===== src/rtl/multi_sig_debouncer.sv =====
// N-channel button conditioner: synchroniser, ena-tick debounce, rise/fall pulses,
// and long-press detection with optional auto-repeat; channels are fully independent.
module multi_sig_debouncer #(
  parameter int N_CHANNELS      = 4,
  parameter int SYNC_STAGES     = 2,
  parameter int DEBOUNCE_CYCLES = 10,
  parameter int HOLD_CYCLES     = 500,
  parameter int REPEAT_CYCLES   = 100
) (
  input  logic                  clk,
  input  logic                  rst,
  input  logic                  ena,
  input  logic [N_CHANNELS-1:0] sig_in,
  output logic [N_CHANNELS-1:0] sig_debounced,
  output logic [N_CHANNELS-1:0] rise,
  output logic [N_CHANNELS-1:0] fall,
  output logic [N_CHANNELS-1:0] held,
  output logic [N_CHANNELS-1:0] rpt
);

  localparam int DW   = $clog2(DEBOUNCE_CYCLES + 1);
  localparam int HMAX = (HOLD_CYCLES > REPEAT_CYCLES) ? HOLD_CYCLES : REPEAT_CYCLES;
  localparam int HW   = $clog2(HMAX + 1);

  localparam logic [DW-1:0] DEB_LAST = DW'(DEBOUNCE_CYCLES);
  localparam logic [HW-1:0] HOLD_T   = HW'(HOLD_CYCLES);
  localparam logic [HW-1:0] RPT_T    = HW'(REPEAT_CYCLES);
  localparam logic [HW-1:0] HCNT_SAT = {HW{1'b1}};
  localparam bit            RPT_EN   = (REPEAT_CYCLES > 0);

  for (genvar i = 0; i < N_CHANNELS; i++) begin : g_ch
    logic [SYNC_STAGES-1:0] sync_q;
    logic [DW-1:0]          dcnt;
    logic [HW-1:0]          hcnt;
    logic [HW-1:0]          hcnt_inc;
    logic                   deb_q;
    logic                   rise_q;
    logic                   fall_q;
    logic                   held_q;
    logic                   rpt_q;
    logic                   s;
    logic                   mismatch;
    logic                   toggle;
    logic                   hit;

    always_ff @(posedge clk) begin
      if (rst) begin
        sync_q <= '0;
      end else begin
        sync_q <= {sync_q[SYNC_STAGES-2:0], sig_in[i]};
      end
    end

    assign s        = sync_q[SYNC_STAGES-1];
    assign mismatch = (s != deb_q);
    // The toggle needs the mismatch still present on the final counted tick, so a
    // glitch of DEBOUNCE_CYCLES enabled samples or fewer never changes the level.
    assign toggle   = ena && mismatch && (dcnt == DEB_LAST);
    assign hcnt_inc = (hcnt == HCNT_SAT) ? hcnt : hcnt + 1'b1;
    assign hit      = held_q ? (RPT_EN && (hcnt_inc == RPT_T)) : (hcnt_inc == HOLD_T);

    always_ff @(posedge clk) begin
      if (rst) begin
        dcnt   <= '0;
        deb_q  <= 1'b0;
        rise_q <= 1'b0;
        fall_q <= 1'b0;
      end else begin
        rise_q <= 1'b0;
        fall_q <= 1'b0;
        if (ena) begin
          if (!mismatch) begin
            dcnt <= '0;
          end else if (toggle) begin
            dcnt   <= '0;
            deb_q  <= s;
            rise_q <= s;
            fall_q <= ~s;
          end else begin
            dcnt <= dcnt + 1'b1;
          end
        end
      end
    end

    // Long-press: first rpt coincides with held rising, then one per repeat period.
    always_ff @(posedge clk) begin
      if (rst) begin
        hcnt   <= '0;
        held_q <= 1'b0;
        rpt_q  <= 1'b0;
      end else begin
        rpt_q <= 1'b0;
        if (toggle || !deb_q) begin
          hcnt   <= '0;
          held_q <= 1'b0;
        end else if (ena) begin
          if (hit) begin
            hcnt   <= '0;
            held_q <= 1'b1;
            rpt_q  <= 1'b1;
          end else begin
            hcnt <= hcnt_inc;
          end
        end
      end
    end

    assign sig_debounced[i] = deb_q;
    assign rise[i]          = rise_q;
    assign fall[i]          = fall_q;
    assign held[i]          = held_q;
    assign rpt[i]           = rpt_q;
  end

endmodule


===== config.mk =====
export PLATFORM = sky130hd
export DESIGN_NAME = multi_sig_debouncer
export DESIGN_NICKNAME = d
export VERILOG_FILES = /design/src/rtl/multi_sig_debouncer.sv
export SDC_FILE = /design/constraint.sdc
export NUM_CORES = 1
export LEC_CHECK = 0
export BUFFER_PORTS_ARGS = -buffer_cell sky130_fd_sc_hd__buf_2
export CAP_MARGIN = 30
export CORE_MARGIN = 5
export CORE_UTILIZATION = 35
export DETAILED_ROUTE_END_ITERATION = 8
export GPL_TIMING_DRIVEN = 0
export HOLD_SLACK_MARGIN = 0.05
export PLACE_DENSITY = 0.54
export SLEW_MARGIN = 10
export SYNTH_ARGS = -nofsm -noshare
export SYNTH_HDL_FRONTEND = slang
export SYNTH_SLANG_ARGS = --single-unit

===== constraint.sdc =====
create_clock -name clk -period 2.5 [get_ports clk]
set_clock_uncertainty 0.05 [all_clocks]
set_input_delay 0.5 -clock clk [delete_from_list [all_inputs] [get_ports clk]]
set_output_delay 0.5 -clock clk [all_outputs]
set_load 0.02 [all_outputs]

==> flow_summary_export.csv <==
group,metric,value,unit
critical_path,path_cells,"ha_4 -> and2_4 -> buf_6 -> a211oi_2 -> a21boi_1 -> or3_4 -> a2111oi_4 -> buf_4 -> o32ai_1",
synth,synth.yosys.seq_area_share,0.378,
clock_network,clockBufferDepth,2,
power,p_per_area,592,mW/mm^2
cells_and_area,syn2layout_area_growth,17.4,%
cells_and_area,nets,572,
clock_network,cts_num_sinks,80,
synth,yosys_warnings,0,
cells_and_area,insertedDiodeCount,0,
global_routing,grt_usage,0.138,
synth,avgSynthCellArea,8.27,sq um
critical_path,endpoint_kind,"register",
hold_path,hold_path.class,"in2reg",
critical_path,cp.required,2650,ps
clock_network,clk_latency,330,ps
timing,post-route-period-util,0.955,
floorplanning,start_util,0.355,
global_routing,grt_max_degree,14,
floorplanning,die_h,120,um
floorplanning,fp-row-count,40,
synth,synth-seq-cells,80,
synth,synth_ff_type,"dfxtp_1",
timing,relSlewSlack,0.555,
power,power_leakage,0.00187,uW
cells_and_area,final_area,0.00498,sq mm
detailed_routing,drc,0,
timing,grt_setup_unrepaired,"no",
critical_path,path_class,"reg2reg",
clock_network,htree_num_levels,3,
clock_network,clkSlewWorstSetupHoldPaths,60,ps
detailed_routing,via_per_inst,5.28,
critical_path,cp.arrival,2530,ps
detailed_routing,wl,9770,um
global_routing,antenna_found_initial,0,
run,cap_violations,0,
synth,synthCells,513,
critical_path,cp_slowest_cell,"or3_4",
floorplanning,pin_count,27,
timing,drv_slew,0,
floorplanning,die-area,0.0144,sq mm
power,ir_drop,0.374,mV
cells_and_area,layout_commonest_cell,"dfxtp_1",
place,placement.io_buffers,26,
floorplanning,core_area,0.0120,sq mm
critical_path,cp-start-kind,"register",
place,post_dp_cell_area,0.00456,sq mm
timing,fmax,0.419,GHz
outcome,status,"finished, final reports clean",
cells_and_area,drive_above_1_share,0.172,
global_routing,grt_pass1_wl,16200,um
timing,hold_violations,0,
clock_network,cts_tree,"built",
synth,syn_area,0.00424,sq mm
critical_path,cpPeakStageDelay,400,ps
clock_network,root_buffer,"clkbuf_16",
place,place_congestion,0.838,
global_routing,grt_pass1_vias,3313,
cells_and_area,postLayoutCoreUtil,0.416,
synth,synth.distinct_cells,60,
cells_and_area,final_cell_mix,"dfxtp_1 (77), nor2_1 (53), nand2_1 (44)",
timing,period_needed,2390,ps
floorplanning,die_x,120,um
timing,worstMarginPinSlew,668,ps
synth,syn-num-nets,532,
detailed_routing,wl_per_cell,13.9,um
detailed_routing,detail_route.first_pass.iterations,4,
global_routing,grt_overflow_total,0,
critical_path,worst-path-max-fanout,7,
timing,setup_violations,0,
detailed_routing,drtIter0Drc,256,
detailed_routing,drtAntennaViolNets,0,
clock_network,numCtsBuffers,9,
synth,synth_edf_count,0,
clock_network,cts_hold_buf,0,
place,dp_hpwl,6870,um
synth,ys_async_sr_fraction,0,
detailed_routing,vias,3718,
==> metal layers <==
layer	up-vias	global-route usage	wire length (um)
li1	1909	-	-
met1	1732	0.183	4720
met2	64	0.221	4470
met3	13	0.0245	364
met4	0	0.0601	209
met5	-	0	0
==> cells in the mapped netlist (2+ instances only) <==
library cell / count / area [sq um]
a211oi_1: 5 / 37.5
a21o_1: 3 / 22.5
a21oi_1: 42 / 210
a31oi_1: 5 / 31.3
a41oi_1: 2 / 17.5
and2_1: 3 / 18.8
and3_1: 10 / 62.6
and3b_1: 2 / 17.5
and4_1: 7 / 61.3
buf_4: 22 / 165
buf_6: 2 / 22.5
clkbuf_1: 16 / 60.1
dfxtp_1: 80 / 1600
ha_1: 12 / 150
inv_1: 10 / 37.5
mux2i_1: 8 / 80.1
nand2_1: 44 / 165
nand2b_1: 5 / 31.3
nand3_1: 30 / 150
nand3b_1: 3 / 22.5
nand4_1: 7 / 43.8
nor2_1: 53 / 199
nor2b_1: 8 / 50.1
nor3_1: 14 / 70.1
nor3b_1: 19 / 143
nor4_1: 3 / 18.8
o2111ai_1: 2 / 17.5
o211ai_1: 4 / 30.0
o21a_1: 2 / 15.0
o21ai_0: 23 / 115
o22ai_1: 6 / 37.5
o31ai_1: 4 / 30.0
o32ai_1: 4 / 35.0
o41ai_1: 2 / 17.5
or2_2: 6 / 37.5
or3_1: 4 / 25.0
or3_4: 2 / 22.5
xnor2_1: 12 / 105
xor2_1: 6 / 52.6
==> sequential cells by signal, summed over array words and instances, names as in the netlist <==
name / count
g_ch.fall_q: 4
g_ch.held_q: 4
g_ch.hcnt: 36
g_ch.dcnt: 16
g_ch.rise_q: 4
g_ch.rpt_q: 4
g_ch.sync_q: 8
g_ch.deb_q: 4
==> where the power goes <==
group / switching, uW / total (uW) / internal [uW]
Sequential: 4.73 / 1290 / 1280
Clock: 512 / 1580 / 1070
Combinational: 55.1 / 78.5 / 23.3
==> layout make-up <==
| type | count | area (sq um) |
|---|---|---|
| well taps | 147 | 184 |
| clock inverters | 6 | 133 |
| plain buffers | 42 | 267 |
| flip-flops and latches | 80 | 1610 |
| multi-input cells | 380 | 2370 |
| fillers | 1207 | 6980 |
| clock buffers | 9 | 225 |
| repair buffers | 29 | 153 |
| inverters | 11 | 41.3 |
==> through the flow <==
| stage | setup WS [ps] | instances | setup TNS, ps | total power, uW | hold WS, ps |
|---|---|---|---|---|---|
| 3_5_place_dp | -121 | 686 | -690 | 1400 | 379 |
| 2_1_floorplan | 183 | 513 | 0 | 1360 | 364 |
| 6_report | 113 | 704 | 0 | 2950 | 328 |
| 3_3_place_gp | -102 | 686 | -553 | 1390 | 383 |
| 4_1_cts | 4.67 | 703 | 0 | 2980 | 319 |
| 5_1_grt | 1.31 | 704 | 0 | 3050 | 348 |
==> final timing paths <==
| path | from | to | slack [ps] | depth (start not counted) |
|---|---|---|---|---|
| setup reg to reg | g_ch[3].hcnt[0] | g_ch[3].hcnt[5] | 110 | 9 |
| hold / removal | sig_in[1] | g_ch[1].sync_q[0] | 330 | 2 |
| hold reg to reg | g_ch[3].sync_q[0] | g_ch[3].sync_q[1] | 390 | 1 |
| setup / recovery | g_ch[3].hcnt[0] | g_ch[3].hcnt[5] | 110 | 9 |
==> critical path: cells and delay by family (launching register included) <==
family,cells,cell delay (ps)
adder cells (fa/ha/maj),1,190
AO/OA/AOI/OAI,4,790
flip-flops,1,350
buffers and inverters,2,320
AND/OR/NAND/NOR,2,550
==> what timing repair did <==
action	CTS	global route
gates resized for setup	1	10
setup buffers	2	1
pin swaps	1	1
endpoints found under the setup margin	10	19
cloned	0	0
==> cell families after synthesis <==
group | after synthesis | share of synthesized area
buf+inv | 53 | 0.0726
xor+xnor | 18 | 0.0372
simple gates | 223 | 0.276
flops | 80 | 0.378
compound gates | 118 | 0.180
mux | 9 | 0.0215
fa+ha+maj | 12 | 0.0354
No activity file was read; power rests on OpenSTA's default activity.
